File: src/rtl/stopwatch_pkg.sv
// Shared types, state encoding and BCD helpers for the stopwatch core.
package stopwatch_pkg;

    typedef enum logic [1:0] {
        StIdle  = 2'b00,
        StRun   = 2'b01,
        StSplit = 2'b10,
        StStop  = 2'b11
    } sw_state_e;

    typedef logic [3:0]  bcd_digit_t;
    typedef logic [31:0] time_bcd_t;

    localparam logic [7:0] Lim59 = 8'h59;
    localparam logic [7:0] Lim99 = 8'h99;

    // Increment a two-digit BCD value, wrapping to 00 after lim; bit 8 is the carry.
    function automatic logic [8:0] bcd2_inc(input logic [7:0] v, input logic [7:0] lim);
        bcd_digit_t hi;
        bcd_digit_t lo;
        hi = v[7:4];
        lo = v[3:0];
        if (v == lim) begin
            return 9'h100;
        end else if (lo == 4'd9) begin
            return {1'b0, hi + 4'd1, 4'd0};
        end else begin
            return {1'b0, hi, lo + 4'd1};
        end
    endfunction

endpackage

File: src/rtl/stopwatch_core_bcd_time_counter.sv
// Tick prescaler feeding a cent/sec/min/hr BCD cascade with a wrap pulse at the top.
module bcd_time_counter
    import stopwatch_pkg::*;
#(
    parameter int unsigned TICKS_PER_CENT = 10,
    parameter int unsigned HR_MAX         = 99
) (
    input  logic        clk_i,
    input  logic        rst_ni,
    input  logic        enable_i,
    input  logic        tick_i,
    input  logic        zero_i,
    output logic [31:0] time_o,
    output logic        wrap_o
);

    localparam int unsigned PW = (TICKS_PER_CENT > 1) ? $clog2(TICKS_PER_CENT) : 1;
    localparam logic [PW-1:0] PresMax = PW'(TICKS_PER_CENT - 1);
    localparam logic [7:0] HrMaxBcd = {4'(HR_MAX / 10), 4'(HR_MAX % 10)};

    logic [PW-1:0] pres_q, pres_d;
    time_bcd_t     time_q, time_d;
    logic          cent_step;
    logic [8:0]    cent_n, sec_n, min_n, hr_n;

    always_comb begin
        cent_step = enable_i && tick_i && (pres_q == PresMax);
        pres_d    = pres_q;
        if (enable_i && tick_i) begin
            pres_d = cent_step ? '0 : pres_q + 1'b1;
        end
        cent_n = bcd2_inc(time_q[7:0], Lim99);
        sec_n  = bcd2_inc(time_q[15:8], Lim59);
        min_n  = bcd2_inc(time_q[23:16], Lim59);
        hr_n   = bcd2_inc(time_q[31:24], HrMaxBcd);
        time_d = time_q;
        wrap_o = 1'b0;
        if (cent_step) begin
            time_d[7:0] = cent_n[7:0];
            if (cent_n[8]) begin
                time_d[15:8] = sec_n[7:0];
                if (sec_n[8]) begin
                    time_d[23:16] = min_n[7:0];
                    if (min_n[8]) begin
                        time_d[31:24] = hr_n[7:0];
                        wrap_o        = hr_n[8];
                    end
                end
            end
        end
    end

    always_ff @(posedge clk_i or negedge rst_ni) begin
        if (!rst_ni) begin
            pres_q <= '0;
            time_q <= '0;
        end else if (zero_i) begin
            pres_q <= '0;
            time_q <= '0;
        end else begin
            pres_q <= pres_d;
            if (cent_step) begin
                time_q <= time_d;
            end
        end
    end

    assign time_o = time_q;

endmodule

File: src/rtl/stopwatch_core.sv
// Stopwatch top: button edge detection, control FSM, circular lap buffer and display mux.
module stopwatch_core
    import stopwatch_pkg::*;
#(
    parameter int unsigned LAP_DEPTH      = 4,
    parameter int unsigned TICKS_PER_CENT = 10,
    parameter int unsigned HR_MAX         = 99
) (
    input  logic                        clk_i,
    input  logic                        rst_ni,
    input  logic                        tick_i,
    input  logic                        start_i,
    input  logic                        stop_i,
    input  logic                        split_i,
    input  logic                        clear_i,
    input  logic                        recall_i,
    output logic [31:0]                 disp_bcd_o,
    output logic [1:0]                  state_o,
    output logic [$clog2(LAP_DEPTH):0]  lap_cnt_o,
    output logic [$clog2(LAP_DEPTH):0]  recall_idx_o,
    output logic                        ovf_o
);

    localparam int unsigned PtrW = $clog2(LAP_DEPTH);
    localparam int unsigned CntW = PtrW + 1;
    localparam logic [CntW-1:0] LapFull = CntW'(LAP_DEPTH);

    // Bit order: 0 stop, 1 split, 2 start, 3 clear, 4 recall (priority high to low).
    logic [4:0]      btn, sync1_q, sync2_q, prev_q, evt;
    logic [1:0]      arm_q;
    logic            ev_stop, ev_split, ev_start, ev_clear, ev_recall;
    sw_state_e       state_q, state_d;
    logic            push, clr, rec_step, rec_zero;
    time_bcd_t       live_time, frozen_q, disp_q, disp_d;
    time_bcd_t       lap_mem [LAP_DEPTH];
    logic [PtrW-1:0] wr_ptr_q, oldest, rd_ptr;
    logic [CntW-1:0] lap_cnt_q, recall_idx_q;
    logic            ovf_q, wrap;

    assign btn = {recall_i, clear_i, start_i, split_i, stop_i};

    // Edges are masked until the history flops hold samples taken after reset release,
    // so a button held across reset is not seen as a new press.
    assign evt = (arm_q == 2'd3) ? (sync2_q & ~prev_q) : '0;

    assign ev_stop   = evt[0];
    assign ev_split  = evt[1] & ~evt[0];
    assign ev_start  = evt[2] & ~|evt[1:0];
    assign ev_clear  = evt[3] & ~|evt[2:0];
    assign ev_recall = evt[4] & ~|evt[3:0];

    always_ff @(posedge clk_i or negedge rst_ni) begin
        if (!rst_ni) begin
            sync1_q <= '0;
            sync2_q <= '0;
            prev_q  <= '0;
            arm_q   <= '0;
        end else begin
            sync1_q <= btn;
            sync2_q <= sync1_q;
            prev_q  <= sync2_q;
            if (arm_q != 2'd3) begin
                arm_q <= arm_q + 2'd1;
            end
        end
    end

    always_comb begin
        state_d  = state_q;
        push     = 1'b0;
        clr      = 1'b0;
        rec_step = 1'b0;
        rec_zero = 1'b0;
        unique case (state_q)
            StIdle: begin
                if (ev_start) state_d = StRun;
            end
            StRun: begin
                if (ev_stop) begin
                    state_d = StStop;
                end else if (ev_split) begin
                    state_d = StSplit;
                    push    = 1'b1;
                end
            end
            StSplit: begin
                if (ev_stop) state_d = StStop;
                else if (ev_split) state_d = StRun;
            end
            StStop: begin
                if (ev_start) begin
                    state_d  = StRun;
                    rec_zero = 1'b1;
                end else if (ev_clear) begin
                    state_d = StIdle;
                    clr     = 1'b1;
                end else if (ev_recall && lap_cnt_q != '0) begin
                    rec_step = 1'b1;
                end
            end
            default: state_d = StIdle;
        endcase
    end

    bcd_time_counter #(
        .TICKS_PER_CENT (TICKS_PER_CENT),
        .HR_MAX         (HR_MAX)
    ) u_counter (
        .clk_i    (clk_i),
        .rst_ni   (rst_ni),
        .enable_i ((state_q == StRun) || (state_q == StSplit)),
        .tick_i   (tick_i),
        .zero_i   (clr),
        .time_o   (live_time),
        .wrap_o   (wrap)
    );

    always_ff @(posedge clk_i) begin
        if (push) begin
            lap_mem[wr_ptr_q] <= live_time;
        end
    end

    // Once the buffer has wrapped, the oldest entry sits at the write pointer.
    assign oldest = (lap_cnt_q == LapFull) ? wr_ptr_q : '0;
    assign rd_ptr = oldest + PtrW'(recall_idx_q - 1'b1);

    always_comb begin
        disp_d = live_time;
        if (state_q == StSplit) begin
            disp_d = frozen_q;
        end else if (state_q == StStop && recall_idx_q != '0) begin
            disp_d = lap_mem[rd_ptr];
        end
    end

    always_ff @(posedge clk_i or negedge rst_ni) begin
        if (!rst_ni) begin
            state_q      <= StIdle;
            disp_q       <= '0;
            frozen_q     <= '0;
            wr_ptr_q     <= '0;
            lap_cnt_q    <= '0;
            recall_idx_q <= '0;
            ovf_q        <= 1'b0;
        end else begin
            state_q <= state_d;
            disp_q  <= disp_d;
            if (clr) begin
                wr_ptr_q     <= '0;
                lap_cnt_q    <= '0;
                recall_idx_q <= '0;
                ovf_q        <= 1'b0;
            end else begin
                if (push) begin
                    frozen_q <= live_time;
                    wr_ptr_q <= wr_ptr_q + 1'b1;
                    if (lap_cnt_q != LapFull) begin
                        lap_cnt_q <= lap_cnt_q + 1'b1;
                    end
                end
                if (rec_zero) begin
                    recall_idx_q <= '0;
                end else if (rec_step) begin
                    recall_idx_q <= (recall_idx_q == lap_cnt_q) ? '0 : recall_idx_q + 1'b1;
                end
                if (wrap) begin
                    ovf_q <= 1'b1;
                end
            end
        end
    end

    assign disp_bcd_o   = disp_q;
    assign state_o      = state_q;
    assign lap_cnt_o    = lap_cnt_q;
    assign recall_idx_o = recall_idx_q;
    assign ovf_o        = ovf_q;

endmodule

File: config.mk
export PLATFORM = sky130hd
export DESIGN_NAME = stopwatch_core
export DESIGN_NICKNAME = d
export VERILOG_FILES = /design/src/rtl/stopwatch_pkg.sv /design/src/rtl/stopwatch_core_bcd_time_counter.sv /design/src/rtl/stopwatch_core.sv
export SDC_FILE = /design/constraint.sdc
export NUM_CORES = 1
export LEC_CHECK = 0
export BUFFER_PORTS_ARGS = -buffer_cell sky130_fd_sc_hd__buf_4
export CAP_MARGIN = 15
export CORE_MARGIN = 2
export CORE_UTILIZATION = 35
export DETAILED_ROUTE_END_ITERATION = 10
export SLEW_MARGIN = 20
export SYNTH_ARGS = -nofsm -noshare
export SYNTH_HDL_FRONTEND = slang
export SYNTH_SLANG_ARGS = --single-unit
File: constraint.sdc
create_clock -name clk_i -period 3 [get_ports clk_i]
set_input_delay 0.3 -clock clk_i [delete_from_list [all_inputs] [get_ports clk_i]]
set_output_delay 0.3 -clock clk_i [all_outputs]
set_load 0.02 [all_outputs]
Word-level counts from Yosys, hierarchy flattened

Memories as Yosys holds them, arrays and structs flattened.
Index checks and enable logic that the tools add are counted.

Input bits: 8
Register bits after elaboration: 128
Memories kept: 1
Bits in writable memories: 128
Word-level logic and storage cells: 159
Output and inout bits: 41

Bitwise gates (word level): 8
Mux-type cells: 57
Add/subtract/negate cells: 15
Reductions and logical operators: 37
Equality and inequality tests: 21

Memory list:

| memory  | words | width | read ports | clocked after memory_dff | write ports | line                 | source |
|---|---|---|---|---|---|---|---|
| lap_mem | 4     | 32    | 1          | 0                        | 1           | stopwatch_core.sv:35 | `time_bcd_t lap_mem [LAP_DEPTH];` |

Operators by type and width:

| operator                                       | number |
|---|---|
| two-way mux 32 bit                             | 4 |
| two-way mux 8 bit                              | 5 |
| adder 4 x 1 -> 4 bit (second input constant)   | 9 |
| two-way mux 9 bit                              | 4 |
| two-way mux 24 bit                             | 1 |
| two-way mux 3 bit                              | 7 |
| nonzero test 3 bit                             | 7 |
| == test 4 bit (second input constant)          | 5 |
| two-way mux 1 bit                              | 20 |
| two-way mux 2 bit                              | 10 |
| == test 8 x 7 -> 1 bit (second input constant) | 2 |
| == test 8 bit (second input constant)          | 2 |
| two-way mux 16 bit                             | 1 |
| nonzero test 2 bit                             | 8 |
| two-way mux 4 bit                              | 3 |
| inequality test 3 bit (second input constant)  | 4 |
| AND reduction 4 bit                            | 3 |
| one-hot mux 2 bit (4 select lines)             | 1 |
| AND reduction 2 bit                            | 4 |
| adder 3 x 1 -> 3 bit (second input constant)   | 2 |
| == test 2 bit (second input constant)          | 3 |
| AND reduction 3 bit                            | 2 |
| AND 5 bit                                      | 1 |
| two-way mux 5 bit                              | 1 |
| 18 further kinds                               | 29 |

Longest topological paths before layout

Gate-level depths: netlist (run 1).

Depth after elaboration: 14
Mapped depth: 10
Depth with buffers taken out: 9

By module

A second synthesis (run 1) with hierarchy kept.

Cell total of the unflattened synthesis: 831
Area, all modules: 11405.9 um^2

By module, submodules not included:

| module           | times used | area an instance (um^2) | seq. area each (um^2) | cells an instance |
|---|---|---|---|---|
| stopwatch_core   | 1          | 9178.8                  | 6145.9                | 591 |
| bcd_time_counter | 1          | 2227.1                  | 900.9                 | 240 |

Least setup slack after synthesis (run 1)

No wires, ideal clock.

Kind: register to register
Start: reg state_q[1], in the netlist state_o[1]
End: mem lap_mem[0][0] (netlist bit), enable pin
Path buffers: 1
Cell stages (with the launch flop): 7
Arrival: 2346 ps
Required time: 2608 ps
Path slack: 262 ps
Library setup time: 392 ps
Period minus slack after synthesis: 2738 ps
Cell sequence: dfrtp_1 inv_1 ha_1 nand2_1 nor3_1 clkbuf_1 and2_1

Cells in the longest elaborated chain, start to end: 4

RTL lines:

| what                                    | line                  | source |
|---|---|---|
| from (decl)                             | stopwatch_core.sv:32  | `sw_state_e state_q, state_d;` |
| from (signal assigned)                  | stopwatch_core.sv:139 | `state_q <= StIdle;` |
| from (signal assigned)                  | stopwatch_core.sv:147 | `state_q <= state_d;` |
| == test 2 x 1 -> 1 bit                  | stopwatch_core.sv:74  | `unique case (state_q)` |
| two-way mux 1 bit                       | stopwatch_core.sv:74  |  |
| two-way mux 1 bit                       | stopwatch_core.sv:119 | `if (push) begin` |
| two-way mux 1 bit (not written as such) | stopwatch_core.sv:120 | `lap_mem[wr_ptr_q] <= live_time;` |
| to (decl)                               | stopwatch_core.sv:35  |  |

Every way passes these cells.

Worst setup path after layout (run 1)

Start: reg state_q[0], in the netlist state_o[0]
End: reg u_counter.time_q[30], in the netlist u_counter.time_o[30]

Cells in the longest elaborated chain, start to end: 6
Elaborated cells on any way between the ends: 14
Those cells by class: eq/ne: 3; mux: 2; reduce/logical: 9

RTL lines:

| what                                                           | line                                  | source |
|---|---|---|
| == test 2 x 1 -> 1 bit / == test 2 bit (equally long branches) | stopwatch_core.sv:111                 | `.enable_i ((state_q == StRun) \|\| (state_q == StSplit)),` |
| logical OR 1 bit                                               | stopwatch_core.sv:111                 |  |
| logical AND 1 bit (2 in a row)                                 | stopwatch_core_bcd_time_counter.sv:27 | `cent_step = enable_i && tick_i && (pres_q == PresMax);` |
| nonzero test 2 bit (no source line)                            | n/a                                   |  |
| AND reduction 5 bit (no source line)                           | n/a                                   |  |
| to (signal assigned)                                           | stopwatch_core_bcd_time_counter.sv:63 | `time_q <= time_d;` |
| to (decl)                                                      | stopwatch_core_bcd_time_counter.sv:22 | `time_bcd_t time_q, time_d;` |

Parallel ways exist; a longest one is shown, timed or not.
A chain may end at the register's enable or synchronous reset.

==> impl_results.md, run 1 <==
- Number of buffer cells added on primary ports: 48
- Fraction of final layout cells sized beyond drive strength 1: 12.6%
- Num ports: 49
- Setup Viol. Count Final: 0
- CTS tree: built
- Startpoint kind of the worst setup timing path: flip-flop
- Site Rows: between 60 and 70
- Starting Density: 35.4%
- Routed vias: ~7000
- Detailed-route wire length: 23.8 mm
- Crit end category: flip-flop
- Timing-limited maximum frequency: about 380 MHz
- Worst-case clock buffer depth: 3
- Average cell area after synthesis: around 12 sq um
- Setup slack on the worst flop-to-flop path: 0.37 ns
- Global Route met3 Usage: 2.28%
- Min Clock Period, post-route: 2.63 ns
- Worst Path Buf+Inv: 1
- GRT Total Usage: 15.2%
- Pwr Density: 770 nW/um^2
- Worst Path Arrival: roughly 3.1 ns
- IR drop worst, VDD: between 500 and 600 uV
- Path class of the lowest-slack min-delay path: in2reg
- Total placed instance area: 11700 sq um
- Number of nets produced by synthesis: 971
- Drt pass-1 iters: 4
- Number of synthesized flops with an enable pin: 128
- Setup Total Neg Slack: 0 ns
- Layout overhead on the synthesized area: 18.5%
- Period utilization: slightly below 90%
- Critical path start-end classification: reg2reg
- Via density: 4.93
- Largest net degree at the start of global routing: 65
- Synthesized area: ~11000 sq um
- Number of hold violations in the final report: 0
- Inserted Clock Buffers: 29
- Crit-path max FO: 9
- Top FF cell, synth: edfxtp_1
- Crit path cell chain: inv_1 -> ha_1 -> and4_1 -> and4_4 -> nand4_1 -> or4_1 -> a21oi_1
- Start of the worst register-to-register path: state_o[0]$_DFFE_PN0P_
- Start point of the worst hold path: tick_i
- Portion of the post-synthesis area used by sequential elements: 65.5%
- Number of sinks on the clock net: 256
- Y dimension of the die: 179 microns
- Total power of the final layout: 9.83 mW
- Maxcap violations: 0
- Global Route met2 Usage: 24.7%
- Die width: between 150 and 200 microns
- Clock insertion delay at the later pin of the skew report: 0.54 ns
- Clock Root Buffer: clkbuf_16
- Maximum clock skew at final layout: around 0.019 ns
- Syn Inst Count: just over 900
- FFs w/ async S/R, synth: approximately 50%
- DPL Wire Length: 12.9 mm
- Count of yosys warnings during synthesis: 0
- Standard cell with the maximum stage delay on the critical path: or4_1
- Core footprint: 30400 sq um
- Initial antenna violation count: 0
- Length in cells of the worst reg-to-reg path: 7
- Static leakage: 5.43 nW
- First-iteration detailed-routing DRC count: roughly 520
- RePlAce Congestion: 0.747
- Total number of H-tree levels: 1
- Floorplan die area: 32200 sq um
- Busiest metal layer after global routing: met2
- Required time of the worst setup path: around 3.5 ns
- Number of cells traversed by the worst hold path: 4
- Crit-path leading delay family: simple AND/OR/NAND/NOR gates
- Run status: completed
- End point of the worst hold path: u_counter.pres_q[2]$_DFFE_PN0P_
- Number of buffers added to fix hold violations after cts: 6
- Worst-case headroom to the max-slew limit: 31.8%
- Final routed DRC violation total: 0
- Number of cells upsized or downsized after cts: 0
- Reg clk slew, reported paths: roughly 0.060 ns
- Place WS: slightly below 0.4 ns
- Overflow after GRT: 0
- Finished Cell Area: ~13000 sq um
- Most frequent cells in the layout: nand2_1 (231), dfrtp_1 (128), edfxtp_1 (128), a21oi_1 (94), buf_4 (59)
- Total number of nets in the final design: 1034
- RSZ-0062 raised after global routing: false
- Final worst setup slack: 0.369 ns
- Number of buffers inserted to repair setup after CTS: 0
- Antenna violation net count after detailed routing: 0
- Fraction of the core area covered by cells at the end of the flow: roughly two fifths
- Critical R2R Capture: u_counter.time_o[30]$_DFFE_PN0P_
- Wire per inst: 16.9 microns
- Number of flip-flops and latches in the synthesized netlist: 256
- Max stage delay on crit path: 0.51 ns
- Distinct cell type count after synthesis: 49
- Global-route wire length before repair: 38.0 mm
- Number of global-route vias before repair: 6762
- Met1 track demand over resource in global routing: between 20 and 25%
- Most common library cell in the layout ignoring fill and taps: nand2_1
- Slew at the pin closest to its max-slew limit: 1.02 ns
- Antenna cells: 0
- Max-slew violation count: 0
[cells in the mapped netlist (2+ instances only)]
cell type,n,area share (%)
ha_1,33,3.8
nand3_1,15,0.70
or3b_2,2,0.16
buf_1,4,0.14
dfrtp_1,128,30
buf_6,6,0.63
a21oi_1,94,4.4
clkbuf_1,22,0.77
a211oi_1,2,0.14
a41oi_1,2,0.16
or4_1,5,0.35
nand2_1,231,8.1
inv_1,26,0.91
nand3b_1,5,0.35
xnor2_1,3,0.24
nor2b_1,5,0.29
buf_2,9,0.42
or3_1,44,2.6
edfxtp_1,128,36
xor2_2,2,0.30
and3b_1,5,0.41
a22o_1,33,2.7
xor2_1,4,0.33
o21ai_0,27,1.3
nor4_1,3,0.17
nand4_1,5,0.29
nor3_1,14,0.65
nor2_1,35,1.2
and4_1,2,0.16
and2_1,6,0.35
mux2i_1,9,0.84
nand2b_1,4,0.23
[where the power goes]
part | total [mW] | switching [mW] | internal [mW]
clock | 3.71 | 1.39 | 2.33
sequential | 4.06 | 0.174 | 3.88
combinational | 2.06 | 1.44 | 0.619
[flip-flops by register name (all words and copies together), names as in the netlist]
| signal | count |
|---|---|
| u_counter.pres_q | 4 |
| frozen_q | 32 |
| u_counter.time_o | 32 |
| state_o | 2 |
| recall_idx_o | 3 |
| sync1_q | 5 |
| disp_bcd_o | 32 |
| wr_ptr_q | 2 |
| ovf_o | 1 |
| lap_cnt_o | 3 |
| prev_q | 5 |
| lap_mem | 128 |
| sync2_q | 5 |
| arm_q | 2 |
[per-stage QoR]
| step | hold WS (ns) | cells |
|---|---|---|
| 6_report | 0.194 | 1412 |
| 2_1_floorplan | 0.00441 | 930 |
| 5_1_grt | 0.213 | 1412 |
| 3_5_place_dp | 0.291 | 1352 |
| 3_3_place_gp | 0.286 | 1352 |
| 4_1_cts | 0.173 | 1412 |
[kinds of logic after synthesis]
family / synth area share (%)
simple gates: 16.7
flops: 65.5
compound gates: 9.23
buf+inv: 2.86
fa+ha+maj: 3.84
xor+xnor: 1.02
mux: 0.941
[worst max-delay path by stage]
stage / from / end / slack [ns] / cells after the start
2_1_floorplan: state_o[1]$_DFFE_PN0P_ / lap_mem[0][0]$_DFFE_PP_ / 0.26 / 6
3_3_place_gp: state_o[1]$_DFFE_PN0P_ / u_counter.time_o[30]$_DFFE_PN0P_ / 0.45 / 7
3_5_place_dp: lap_cnt_o[0]$_DFFE_PN0P_ / disp_bcd_o[0]$_DFF_PN0_ / 0.40 / 7
4_1_cts: state_o[0]$_DFFE_PN0P_ / u_counter.time_o[30]$_DFFE_PN0P_ / 0.36 / 7
5_1_grt: state_o[0]$_DFFE_PN0P_ / u_counter.time_o[30]$_DFFE_PN0P_ / 0.13 / 7
6_report: state_o[0]$_DFFE_PN0P_ / u_counter.time_o[30]$_DFFE_PN0P_ / 0.37 / 7
[final cells by class]
type | instances | area [sq um]
Tap cell | 396 | 495
Clock buffer | 39 | 815
Timing Repair Buffer | 73 | 654
Multi-Input combinational cell | 607 | 3450
Inverter | 26 | 97.6
Sequential cell | 256 | 7050
Fill cell | 2867 | 17700
Clock inverter | 15 | 203
[per-layer routing]
layer  wire [microns]  share of wire, %  up-vias
met5                0                 0        -
met4              446               1.9        0
met3             1160               4.9       30
met2            11300                47      128
met1            11000                46     3416
li1                 -                 -     3386
[worst reg2reg max path, delay by kind of cell (launching register included)]
family	cells	cell delay, ns
and+or+nand+nor	4	1.40
DFF	1	0.45
adders and majority gates	1	0.40
AOI/OAI and AO/OA	1	0.16
buffers and inverters	1	0.13
Note: power is estimated with default switching activity, not from simulation.
==> inputs of run 2 (changes only) <==
CORE_ASPECT_RATIO = 1.2   (was not set)
clock period = 3.3 ns   (was 3 ns; I/O delays follow)
==> run 2 against run 1 <==
Net effect: total power down 12%; critical endpoint is now disp_bcd_o[19]$_DFF_PN0_; first-iteration DRC count shrank 7.9%; clock skew fell by 0.010 ns; largest power group unchanged; highest routed layer unchanged.
==> impl_results.md, run 2 (synthesis gave the netlist of run 1 again) <==
- Startpoint kind of the worst setup timing path: flip-flop
- Y dimension of the die: 196 microns
- Period utilization: a little over four fifths
- Maximum clock skew at final layout: 0.00924 ns
- Global-route wire length before repair: between 30 and 40 mm
- Largest net degree at the start of global routing: just over 60
- Antenna violation net count after detailed routing: 0
- Worst Path Buf+Inv: 3
- Total number of nets in the final design: 1034
- End point of the worst hold path: u_counter.pres_q[2]$_DFFE_PN0P_
- Die width: ~160 microns
- Length in cells of the worst reg-to-reg path: 11
- Total number of H-tree levels: 1
- DPL Wire Length: between 10 and 15 mm
- Overflow after GRT: 0
- Crit-path leading delay family: XOR/XNOR gates
- Crit path cell chain: inv_1 -> ha_1 -> nand3_1 -> ha_1 -> xor2_2 -> xor2_4 -> buf_12 -> buf_4 -> nand2_1 -> a21oi_1 -> or3_1
- Initial antenna violation count: 0
- Fraction of final layout cells sized beyond drive strength 1: 12.0%
- Critical R2R Capture: disp_bcd_o[19]$_DFF_PN0_
- Worst-case headroom to the max-slew limit: between 50% and 60%
- Layout overhead on the synthesized area: 17.3%
- Antenna cells: 0
- Final routed DRC violation total: 0
- Drt pass-1 iters: 4
- Most frequent cell on the critical path: ha_1
- Number of cells traversed by the worst hold path: 4
- Routed vias: between 6000 and 7000
- Starting Density: 35.4%
- Run status: completed
- Number of buffers inserted to repair setup after CTS: 0
- Maxcap violations: 0
- Inserted Clock Buffers: 26
- Setup Viol. Count Final: 0
- Floorplan die area: 32200 sq um
- Wire per inst: between 15 and 20 microns
- Via density: 4.96
- Clock insertion delay at the later pin of the skew report: 0.53 ns
- Number of flip-flops under the largest register name: around 130
- Crit end category: flip-flop
- Worst-case clock buffer depth: 3
- Total power of the final layout: 8.62 mW
- Crit-path max FO: 36
- Static leakage: 5.37 nW
- Required time of the worst setup path: 3.77 ns
- CTS tree: built
- Pwr Density: 683 nW/um^2
- Finished Cell Area: between 10000 and 15000 sq um
- Fraction of the core area covered by cells at the end of the flow: 41.5%
- Number of buffers added to fix hold violations after cts: 6
- RePlAce Congestion: around 0.77
- Clock Root Buffer: clkbuf_16
- First-iteration detailed-routing DRC count: 480
- Most frequent cells in the layout: nand2_1 (231), dfrtp_1 (128), edfxtp_1 (128), a21oi_1 (94), buf_4 (66)
- Setup slack on the worst flop-to-flop path: 0.53 ns
- Number of hold violations in the final report: 0
- Critical path start-end classification: reg2reg
- Path class of the lowest-slack min-delay path: in2reg
- Number of cells upsized or downsized after cts: 0
- Start point of the worst hold path: tick_i
- RSZ-0062 raised after global routing: false
- Number of sinks on the clock net: 256
- Standard cell with the maximum stage delay on the critical path: xor2_4
- Most common library cell in the layout ignoring fill and taps: nand2_1
- Setup Total Neg Slack: 0 ns
- Start of the worst register-to-register path: lap_cnt_o[0]$_DFFE_PN0P_
- Num ports: 49
- Core footprint: 30400 sq um
- Number of buffer cells added on primary ports: 48
- Timing-limited maximum frequency: 362 MHz
- IR drop worst, VDD: 391 uV
- Slew at the pin closest to its max-slew limit: between 0.7 and 0.8 ns
- Max stage delay on crit path: 0.48 ns
- Reg clk slew, reported paths: 0.06 ns
- Min Clock Period, post-route: 2.77 ns
- Worst Path Arrival: ~3.2 ns
- Number of global-route vias before repair: 6971
- Total placed instance area: 11700 sq um
- Site Rows: 70
- Max-slew violation count: 0
- GRT Total Usage: 15.0%
- Top register by number of flip-flops: lap_mem
- Detailed-route wire length: 23.6 mm
run 2: cell count changes in the layout (fill, tap and decap cells not counted), sizes merged:
cell,change
clkinv,-5
buf,+3
bufinv,-2
clkbuf,+2
inv,-1
run 2: stage by stage:
stage,cells,hold WS [ns],setup slack [ns]
5_1_grt,1409,0.209,0.271
4_1_cts,1409,0.171,0.502
2_1_floorplan,930,0.0344,0.562
6_report,1409,0.187,0.535
3_5_place_dp,1355,0.335,0.510
3_3_place_gp,1355,0.331,0.601
run 2: cell type report:
| class | instances | area [sq um] |
|---|---|---|
| clock buffers | 41 | 800 |
| fillers | 2842 | 17800 |
| multi-input cells | 607 | 3450 |
| repair buffers | 76 | 627 |
| well taps | 396 | 495 |
| inverters | 26 | 97.6 |
| flip-flops and latches | 256 | 7050 |
| clock inverters | 7 | 108 |
run 2: how the worst max path moves through the flow:
stage                             startpoint                  endpoint  slack [ns]  cells past startpoint
floorplan             state_o[1]$_DFFE_PN0P_   lap_mem[0][0]$_DFFE_PP_        0.56                      6
global placement    lap_cnt_o[0]$_DFFE_PN0P_  disp_bcd_o[23]$_DFF_PN0_        0.60                     11
detailed placement  lap_cnt_o[0]$_DFFE_PN0P_  disp_bcd_o[23]$_DFF_PN0_        0.51                     11
CTS                 lap_cnt_o[0]$_DFFE_PN0P_  disp_bcd_o[23]$_DFF_PN0_        0.50                     11
global route        lap_cnt_o[0]$_DFFE_PN0P_  disp_bcd_o[14]$_DFF_PN0_        0.27                     11
finish              lap_cnt_o[0]$_DFFE_PN0P_  disp_bcd_o[19]$_DFF_PN0_        0.53                     11
run 2: power breakdown:
part | leakage, nW | total [mW] | switching [mW] | internal (mW)
Clock | 0.444 | 3.07 | 1.18 | 1.89
Sequential | 3.09 | 3.70 | 0.169 | 3.53
Combinational | 1.83 | 1.85 | 1.27 | 0.577
run 2: per-layer routing:
layer	track usage [%]	share of wire, %	wire length (microns)
met1	19.4	44	10300
met5	0	0	0
met4	4.55	2.0	469
met3	2.26	4.1	969
met2	26.0	50	11900
run 2: tightest hold or removal path, cell delays in order:
cell and delay, ns:
buf_4 0.09, nand3_1 0.08, xnor2_1 0.13, nor3_1 0.04
